<file path="config.mk">
export PLATFORM = sky130hd
export DESIGN_NAME = bus_arbiter
export DESIGN_NICKNAME = d
export VERILOG_FILES = /design/src/rtl/bus_pkg.sv /design/src/rtl/rr_picker.sv /design/src/rtl/bus_arbiter.sv
export SDC_FILE = /design/constraint.sdc
export NUM_CORES = 1
export LEC_CHECK = 0
export ABC_CLOCK_PERIOD_IN_PS = 1900
export CAP_MARGIN = 20
export CORE_MARGIN = 10
export CORE_UTILIZATION = 35
export CTS_BUF_LIST = sky130_fd_sc_hd__clkbuf_8
export CTS_CLUSTER_DIAMETER = 120
export DETAILED_ROUTE_END_ITERATION = 8
export PLACE_DENSITY = 0.76
export SYNTH_ARGS = -nofsm -noshare
export SYNTH_HDL_FRONTEND = slang
export SYNTH_SLANG_ARGS = --single-unit
</file>
<file path="constraint.sdc">
create_clock -name clk -period 1.9 [get_ports clk]
set_input_delay 0.475 -clock clk [delete_from_list [all_inputs] [get_ports clk]]
set_output_delay 0.475 -clock clk [all_outputs]
set_load 0.005 [all_outputs]
</file>
<file path="src/rtl/bus_pkg.sv">
// Shared types for the round-robin simple-bus arbiter.
package bus_pkg;

  typedef enum logic [1:0] {
    OKAY   = 2'b00,
    SLVERR = 2'b10,
    DECERR = 2'b11
  } resp_t;

  typedef enum logic [1:0] {
    IDLE,
    WAIT,
    DONE
  } arb_state_t;

endpackage

</file>
<file path="src/rtl/rr_picker.sv">
// Combinational round-robin picker: first asserted request at or after ptr, wrapping modulo N.
module rr_picker #(
  parameter int unsigned N = 4
) (
  input  logic [N-1:0]         req,
  input  logic [$clog2(N)-1:0] ptr,
  output logic [$clog2(N)-1:0] gnt_idx,
  output logic                 any_req
);

  localparam int unsigned IW = $clog2(N);

  logic found;

  always_comb begin
    gnt_idx = '0;
    found   = 1'b0;
    for (int unsigned k = 0; k < N; k++) begin
      int unsigned j;
      j = (32'(ptr) + k) % N;
      if (!found && req[j]) begin
        found   = 1'b1;
        gnt_idx = IW'(j);
      end
    end
  end

  assign any_req = |req;

endmodule

</file>
<file path="src/rtl/bus_arbiter.sv">
// Round-robin arbiter sharing one simple-bus segment among N_MASTERS requesters,
// one outstanding transaction at a time, with a DECERR timeout for unanswered requests.
module bus_arbiter
  import bus_pkg::*;
#(
  parameter int unsigned N_MASTERS = 4,
  parameter int unsigned ADDR_W    = 8,
  parameter int unsigned DATA_W    = 32,
  parameter int unsigned TIMEOUT   = 16
) (
  input  logic                          clk,
  input  logic                          rst,
  input  logic [N_MASTERS-1:0]          m_valid,
  input  logic [N_MASTERS*ADDR_W-1:0]   m_addr,
  input  logic [N_MASTERS-1:0]          m_wr_en,
  input  logic [N_MASTERS*DATA_W-1:0]   m_wdata,
  output logic [N_MASTERS-1:0]          m_ready,
  output logic [DATA_W-1:0]             m_rdata,
  output logic [1:0]                    m_resp,
  output logic                          bus_valid,
  output logic [ADDR_W-1:0]             bus_addr,
  output logic                          bus_wr_en,
  output logic [DATA_W-1:0]             bus_wdata,
  input  logic                          bus_ready,
  input  logic [DATA_W-1:0]             bus_rdata,
  input  logic [1:0]                    bus_resp
);

  localparam int unsigned IW = $clog2(N_MASTERS);
  localparam int unsigned CW = $clog2(TIMEOUT + 1);

  arb_state_t            state_q, state_d;
  logic [IW-1:0]         gnt_q, gnt_d;
  logic [IW-1:0]         rr_ptr_q, rr_ptr_d;
  logic [CW-1:0]         cnt_q, cnt_d;
  logic [N_MASTERS-1:0]  m_ready_q, m_ready_d;
  logic [DATA_W-1:0]     m_rdata_q, m_rdata_d;
  logic [1:0]            m_resp_q, m_resp_d;
  logic                  bus_valid_q, bus_valid_d;
  logic [ADDR_W-1:0]     bus_addr_q, bus_addr_d;
  logic                  bus_wr_en_q, bus_wr_en_d;
  logic [DATA_W-1:0]     bus_wdata_q, bus_wdata_d;

  logic [IW-1:0]         pick_idx;
  logic                  any_req;

  rr_picker #(
    .N (N_MASTERS)
  ) u_picker (
    .req     (m_valid),
    .ptr     (rr_ptr_q),
    .gnt_idx (pick_idx),
    .any_req (any_req)
  );

  always_comb begin
    state_d     = state_q;
    gnt_d       = gnt_q;
    rr_ptr_d    = rr_ptr_q;
    cnt_d       = cnt_q;
    m_ready_d   = m_ready_q;
    m_rdata_d   = m_rdata_q;
    m_resp_d    = m_resp_q;
    bus_valid_d = bus_valid_q;
    bus_addr_d  = bus_addr_q;
    bus_wr_en_d = bus_wr_en_q;
    bus_wdata_d = bus_wdata_q;
    unique case (state_q)
      IDLE: begin
        if (any_req) begin
          gnt_d       = pick_idx;
          bus_addr_d  = m_addr[pick_idx*ADDR_W +: ADDR_W];
          bus_wr_en_d = m_wr_en[pick_idx];
          bus_wdata_d = m_wdata[pick_idx*DATA_W +: DATA_W];
          bus_valid_d = 1'b1;
          cnt_d       = '0;
          state_d     = WAIT;
        end
      end
      WAIT: begin
        cnt_d = cnt_q + CW'(1);
        // A slave answer on the timeout cycle still wins over DECERR.
        if (bus_ready) begin
          m_rdata_d          = bus_wr_en_q ? '0 : bus_rdata;
          m_resp_d           = bus_resp;
          m_ready_d          = '0;
          m_ready_d[gnt_q]   = 1'b1;
          bus_valid_d        = 1'b0;
          state_d            = DONE;
        end else if (cnt_q == CW'(TIMEOUT - 1)) begin
          m_rdata_d          = '0;
          m_resp_d           = DECERR;
          m_ready_d          = '0;
          m_ready_d[gnt_q]   = 1'b1;
          bus_valid_d        = 1'b0;
          state_d            = DONE;
        end
      end
      DONE: begin
        m_ready_d = '0;
        rr_ptr_d  = (gnt_q == IW'(N_MASTERS - 1)) ? '0 : gnt_q + IW'(1);
        state_d   = IDLE;
      end
      default: state_d = IDLE;
    endcase
  end

  always_ff @(posedge clk) begin
    if (rst) begin
      state_q     <= IDLE;
      gnt_q       <= '0;
      rr_ptr_q    <= '0;
      cnt_q       <= '0;
      m_ready_q   <= '0;
      m_rdata_q   <= '0;
      m_resp_q    <= OKAY;
      bus_valid_q <= 1'b0;
      bus_addr_q  <= '0;
      bus_wr_en_q <= 1'b0;
      bus_wdata_q <= '0;
    end else begin
      state_q     <= state_d;
      gnt_q       <= gnt_d;
      rr_ptr_q    <= rr_ptr_d;
      cnt_q       <= cnt_d;
      m_ready_q   <= m_ready_d;
      m_rdata_q   <= m_rdata_d;
      m_resp_q    <= m_resp_d;
      bus_valid_q <= bus_valid_d;
      bus_addr_q  <= bus_addr_d;
      bus_wr_en_q <= bus_wr_en_d;
      bus_wdata_q <= bus_wdata_d;
    end
  end

  assign m_ready   = m_ready_q;
  assign m_rdata   = m_rdata_q;
  assign m_resp    = m_resp_q;
  assign bus_valid = bus_valid_q;
  assign bus_addr  = bus_addr_q;
  assign bus_wr_en = bus_wr_en_q;
  assign bus_wdata = bus_wdata_q;

endmodule
</file>
# After elaboration in Yosys (flattened, before gate mapping)
# Cells that the tools add are included.
[totals]
regBits = 91
in_bits = 205
output_inout_bits = 80
elab_cells = 87
[op_classes]
add_sub_neg = 5
magnitude_cmp = 7
eq_ne = 6
n_shift = 2
n_mux = 38
n_reduce_logical = 18
[op_table]
columns = ["cell", "n"]
rows = [
  ["$shiftx 128x8->32", 1],
  ["$mux 32", 3],
  ["$shiftx 32x6->8", 1],
  ["$mux 2", 10],
  ["$lt 2x3->1 const B", 6],
  ["$mux 1", 12],
  ["$bmux 1 s2", 5],
  ["$pmux 5 s2", 1],
  ["$reduce_and 2->1", 5],
  ["$mux 4", 2],
  ["$pmux 4 s2", 1],
  ["$reduce_bool 2->1", 3],
  ["$add 5x1->5 const B", 1],
  ["$eq 5x4->1 const B", 1],
  ["$mux 5", 1],
  ["$add 2x1->2 const B", 2],
  ["$add 2x2->2 const B", 2],
  ["$eq 2x2->1 const B", 2],
  ["$logic_and 1x1->1", 4],
  ["$pmux 2 s2", 1],
  ["$reduce_or 4->1", 1],
  ["$logic_not 1->1", 3],
  ["$ne 3x3->1 const B", 1],
  ["$reduce_and 3->1", 1],
  ["other kinds (6)", 6],
]

# Logic depth before layout (Yosys ltp)
[depth]
word_depth = 14
depth_mapped = 8
mapped_depth_nobuf = 7

# By module
# Synthesis repeated with hierarchy kept, for this count alone.
[hier_totals]
hier_cells = 373
hier_area_um2 = 4351.7
[by_module_without_submodules]
columns = ["module", "instances", "cells_per_inst", "area_per_inst_um2", "seq_area_each_um2"]
rows = [
  ["bus_arbiter", 1, 358, 4274.1, 1821.7],
  ["rr_picker", 1, 15, 77.6, 0.0],
]

# Worst setup path after synthesis
# Ideal clock, no wire load.
[synth_timing]
kind = "input port to flip-flop"
from = "input m_valid[0]"
to = "register bus_addr_q[0], in the netlist bus_addr[0]"
setup_ns = 0.127
t_arrival_ns = 1.728
required_time_ns = 1.773
setup_slack_ns = 0.046
cell_stages = 8
n_path_buf = 3
path_cell_list = "nand2_1 -> or2_1 -> buf_2 -> nand3_2 -> buf_6 -> buf_2 -> mux2i_1 -> o211ai_2"
[synth_between]
elab_chain_cells = 13
elab_cells_between_ends = 24
classes_between = "shift: 1; mux: 15; reduce/logical: 8"
[synth_rtl]
columns = ["item", "line", "source"]
rows = [
  ["from (decl)", "bus_arbiter.sv:13", "input logic [N_MASTERS-1:0] m_valid,"],
  ["$bmux 1 s2", "rr_picker.sv:21", "if (!found && req[j]) begin"],
  ["$mux 1 (implied by the code)", "rr_picker.sv:21", ""],
  ["$mux 1", "rr_picker.sv:21", ""],
  ["$logic_not 1->1", "rr_picker.sv:21", ""],
  ["$logic_and 1x1->1", "rr_picker.sv:21", ""],
  ["$mux 1", "rr_picker.sv:21", ""],
  ["$logic_not 1->1", "rr_picker.sv:21", ""],
  ["$logic_and 1x1->1", "rr_picker.sv:21", ""],
  ["$mux 1", "rr_picker.sv:21", ""],
  ["$logic_not 1->1", "rr_picker.sv:21", ""],
  ["$logic_and 1x1->1", "rr_picker.sv:21", ""],
  ["$mux 2", "rr_picker.sv:21", ""],
  ["$shiftx 32x6->8", "bus_arbiter.sv:72", "bus_addr_d = m_addr[pick_idx*ADDR_W +: ADDR_W];"],
  ["to (signal assigned)", "bus_arbiter.sv:130", "bus_addr_q <= bus_addr_d;"],
  ["to (decl)", "bus_arbiter.sv:40", "logic [ADDR_W-1:0] bus_addr_q, bus_addr_d;"],
]
# Several ways; a longest one is shown, not always the timed one. The select of a mux whose other input is x is not followed.
# A chain may end at the register's enable or synchronous reset.

# Worst setup path after layout
[layout_timing]
from = "input m_valid[1]"
to = "register bus_wdata_q[24], in the netlist bus_wdata[24]"
[layout_between]
elab_chain_cells = 13
elab_cells_between_ends = 24
classes_between = "shift: 1; mux: 15; reduce/logical: 8"
[layout_rtl]
columns = ["item", "line", "source"]
rows = [
  ["$bmux 1 s2", "rr_picker.sv:21", ""],
  ["$mux 1 (implied by the code)", "rr_picker.sv:21", ""],
  ["$mux 1", "rr_picker.sv:21", ""],
  ["$logic_not 1->1", "rr_picker.sv:21", ""],
  ["$logic_and 1x1->1", "rr_picker.sv:21", ""],
  ["$mux 1", "rr_picker.sv:21", ""],
  ["$logic_not 1->1", "rr_picker.sv:21", ""],
  ["$logic_and 1x1->1", "rr_picker.sv:21", ""],
  ["$mux 1", "rr_picker.sv:21", ""],
  ["$logic_not 1->1", "rr_picker.sv:21", ""],
  ["$logic_and 1x1->1", "rr_picker.sv:21", ""],
  ["$mux 2", "rr_picker.sv:21", ""],
  ["$shiftx 128x8->32", "bus_arbiter.sv:74", "bus_wdata_d = m_wdata[pick_idx*DATA_W +: DATA_W];"],
  ["to (signal assigned)", "bus_arbiter.sv:132", "bus_wdata_q <= bus_wdata_d;"],
  ["to (decl)", "bus_arbiter.sv:42", "logic [DATA_W-1:0] bus_wdata_q, bus_wdata_d;"],
]
# Several ways; a longest one is shown, not always the timed one. The select of a mux whose other input is x is not followed.

==> qor_table.md <==
| Parameter | Reported | Unit |
|---|---|---|
| Largest net degree at the start of global routing | 33 | - |
| Post-DR wirelength/cell | 20.7 | um |
| Sequence of cells on the critical path | dlygate4sd2_1, nor4_4, or3_4, buf_4, nor3_4, buf_12, a2111oi_1 | - |
| Clock root buffer | sky130_fd_sc_hd__clkbuf_8 | - |
| Maximum capacitance violations | 0 | - |
| Post-layout min period | 1840 | ps |
| Instance count on the critical path | 7 | - |
| Crit-path max cell delay | 390 | ps |
| Normalized max-slew margin | 60.0 | % |
| Net count after synthesis | 703 | - |
| Pwr Density | 641 | mW/mm^2 |
| Power share of the clock group | 27.3 | % |
| Share of the synthesized area in the top cell type | 38.3 | % |
| Num CTS Buffers | 9 | - |
| CTS tree | built | - |
| Worst path arrival time | 2100 | ps |
| I/O pins | 285 | - |
| Hold Worst Slack | 434 | ps |
| Mapped Area | 0.00476 | sq mm |
| Combinational power share | 32.9 | % |
| Via count of the first global-routing pass | 5503 | - |
| Wire length of the first global-routing pass | 30.2 | mm |
| Leakage | 3.35 | nW |
| RD Place Congestion | 0.873 | - |
| Initial DRC Count | 197 | - |
| Most frequently used cell type in the post-synthesis netlist | sky130_fd_sc_hd__dfxtp_1 | - |
| Routed wire length | 20.0 | mm |
| Internal power | 0.00396 | W |
| Worst Skew | 8.59 | ps |
| Number of slew-limit violations in the final report | 0 | - |
| Number of antenna violations at the first check in global routing | 1 | - |
| Die width | 137 | um |
| Fraction of final layout cells sized beyond drive strength 1 | 16.0 | % |
| Fill cell total of the finished layout | 1091 | - |
| Startpoint Class | primary input | - |
| Post-detailed-placement half-perimeter wirelength | 15.9 | mm |
| Required time of the critical path | 2160 | ps |
| Dominant synthesized flop cell | sky130_fd_sc_hd__dfxtp_1 | - |
| Least-Margin Pin Slew | 599 | ps |
| Critical Path Start | m_valid[1] | - |
| Routed vias/inst | 5.34 | - |
| Buf+Inv Stages, Crit Path | 3 | - |
| Class of the tightest hold or removal check | in -> reg | - |
| Die Footprint | 0.0187 | sq mm |
| Register area share after synthesis | 38.3 | % |
| P&R area growth vs syn | 79.4 | % |
| Clock net sink count | 91 | - |
| Largest fanout of any net on the critical path | 17 | - |
| Run status | finished clean | - |
| Top post-synthesis cells by count | sky130_fd_sc_hd__dfxtp_1, sky130_fd_sc_hd__mux2i_1, sky130_fd_sc_hd__nor2_1 | - |
| Peak Freq | 544 | MHz |
| Largest delay contributor family on the critical path | simple AND/OR/NAND/NOR gates | - |
| Reg2reg path depth | 6 | - |
| Count of unresolved DRC violations after routing | 0 | - |
| Height of the die | 137 | um |
| Sum of overflow across all layers after global routing | 0 | - |
| Unrepaired setup endpoints after global routing | no | - |
| H-tree depth | 3 | - |
| Leading area contributor after synthesis | sky130_fd_sc_hd__dfxtp_1 | - |
| Core Region | 0.0133 | sq mm |
| Sequential cell area | 0.00183 | sq mm |
| Clk slew on worst S/H paths | 90 | ps |
| Max VDD drop | 0.542 | mV |
| Leading cell types by total area after synthesis | sky130_fd_sc_hd__dfxtp_1, sky130_fd_sc_hd__mux2i_1, sky130_fd_sc_hd__a22o_1 | - |
| Setup slack of the most critical reg-to-reg path | 90 | ps |
| Number of register bits inferred by synthesis | 91 | - |
| Slowest library cell on the worst path | sky130_fd_sc_hd__a2111oi_1 | - |
| Port Buffer Count | 284 | - |
| Post-layout util | 64.2 | % |
| Warning count from the yosys run | 0 | - |
| Sw Share | 27.7 | % |
| Post-route ant nets | 0 | - |
| Effective utilization at floorplan | 35.8 | % |
| Count of TritonRoute iterations in the first routing pass | 4 | - |
| Vias after detailed routing | 5176 | - |
| Antenna diodes | 0 | - |
| GRT Overall Usage | 20.5 | % |
| Total number of placement rows | 42 | - |
| Multi-input logic area | 0.00285 | sq mm |
| Fraction of registers with async set or reset after synthesis | 0 | % |
| Cells after synthesis | 492 | - |
| Post-CTS Hold Fix Bufs | 0 | - |
| Final setup fails | 0 | - |
| Psw | 0.00151 | W |
| Post-route fraction of the period consumed by the critical path | 96.8 | % |
| Number of endpoints with negative hold slack in the final report | 0 | - |
| Sequential share of power | 39.8 | % |
| Yosys cell types | 42 | - |
| Latest clock arrival within the worst-skew pair | 380 | ps |
| Nets | 999 | - |
| Post-synth EDFFs | 0 | - |
| Critical path endpoint category | flop | - |
| End point of the critical path | bus_wdata[24] | - |
| Crit Path Category | in -> reg | - |
| Critical R2R Launch | rr_ptr_q[1] | - |
| R2R Path End | bus_addr[1] | - |
| Number of buffers on the longest clock path | 2 | - |
| Synthesized area per cell | 9.67 | sq um |
## final cells by class
class	instances	area share (%)
Timing Repair Buffer	333	39.8
Multi-Input combinational cell	349	33.4
Sequential cell	91	21.4
Tap cell	176	2.58
Clock buffer	10	1.61
Clock inverter	6	1.04
Inverter	4	0.176
## worst min path at each step
stage | from | to | slack [ps] | cells past startpoint
3_5_place_dp | m_ready[3] | m_ready[3] | 460 | 2
3_3_place_gp | bus_wdata[21] | bus_wdata[21] | 460 | 2
2_1_floorplan | cnt_q[3] | cnt_q[3] | 450 | 2
5_1_grt | rst | m_resp[0] | 440 | 2
4_1_cts | rst | bus_valid | 430 | 2
6_report | rst | bus_valid | 430 | 2
## metrics by stage
step / power (W) / instances / area, sq um / worst slack [ps] / setup TNS (ps)
floorplan: 0.00284 / 492 / 4760 / 45.6 / 0
global placement: 0.00386 / 947 / 8080 / -539 / -36470
detailed placement: 0.00391 / 948 / 8100 / -673 / -26380
CTS: 0.00550 / 969 / 8480 / 5.51 / 0
global route: 0.00574 / 969 / 8540 / 0.0857 / 0
finish: 0.00547 / 969 / 8540 / 60.2 / 0
## layer usage
layer | vias to the layer above | GRT usage, % | share of wire [%]
li1 | 2493 | - | -
met1 | 2466 | 21.6 | 36
met2 | 191 | 37.4 | 53
met3 | 24 | 8.25 | 9.4
met4 | 2 | 4.62 | 1.6
met5 | - | 0 | 0.065
## sequential cells by signal, summed over array words and instances (netlist names)
register   cells
m_rdata       32
m_ready        4
gnt_q          2
bus_wr_en      1
cnt_q          5
rr_ptr_q       2
bus_addr       8
m_resp         2
bus_valid      1
state_q        2
bus_wdata     32
## worst register-to-register path, cell delays in order (launching register included)
cell                        delay (ps)
sky130_fd_sc_hd__dfxtp_4           390
sky130_fd_sc_hd__mux2i_4           270
sky130_fd_sc_hd__or2_4             190
sky130_fd_sc_hd__nand3_4           130
sky130_fd_sc_hd__buf_12            200
sky130_fd_sc_hd__mux2i_1           140
sky130_fd_sc_hd__a2111oi_1         390
## power groups by stage
| stage | logic (W) | clock network (W) | registers [W] |
|---|---|---|---|
| finish | 0.00180 | 0.00149 | 0.00218 |
| global route | 0.00193 | 0.00161 | 0.00220 |
| CTS | 0.00178 | 0.00154 | 0.00218 |
| detailed placement | 0.00170 | 0 | 0.00222 |
| global placement | 0.00166 | 0 | 0.00221 |
| floorplan | 0.000617 | 0 | 0.00222 |
## layout by cell type, fill, tap and decap left out, types with 5 or more instances in the layout
master and n:
sky130_fd_sc_hd__clkdlybuf4s50_1 279, sky130_fd_sc_hd__a211oi_1 15, sky130_fd_sc_hd__nand2_1 32, sky130_fd_sc_hd__buf_4 33, sky130_fd_sc_hd__a2111oi_1 7, sky130_fd_sc_hd__nand3_1 6
sky130_fd_sc_hd__clkbuf_8 10, sky130_fd_sc_hd__and4_1 17, sky130_fd_sc_hd__o211ai_2 20, sky130_fd_sc_hd__a22o_1 32, sky130_fd_sc_hd__o31ai_1 24, sky130_fd_sc_hd__inv_1 5
sky130_fd_sc_hd__a21bo_1 20, sky130_fd_sc_hd__a21oi_1 14, sky130_fd_sc_hd__mux2i_1 42, sky130_fd_sc_hd__nor2_1 33, sky130_fd_sc_hd__buf_12 12, sky130_fd_sc_hd__dfxtp_1 89
sky130_fd_sc_hd__ha_1 6, sky130_fd_sc_hd__a2111oi_2 10, sky130_fd_sc_hd__nand4_1 26
## kinds of logic (layout without fill, tap and decap cells)
group	count (synthesis)	in the layout	synth area share (%)
mux	43	43	9.05
compound gates	162	162	30.1
buf+inv	52	353	5.16
fa+ha+maj	6	6	1.58
simple gates	138	138	15.8
flops	91	91	38.3
## timing repair
action                     CTS  global route
setup endpoints to repair   57            41
buffers inserted             3             0
pin swaps                    4             4
gates resized for setup     22            18
gates cloned                 2             0
Note: power is estimated with default switching activity, not from simulation.
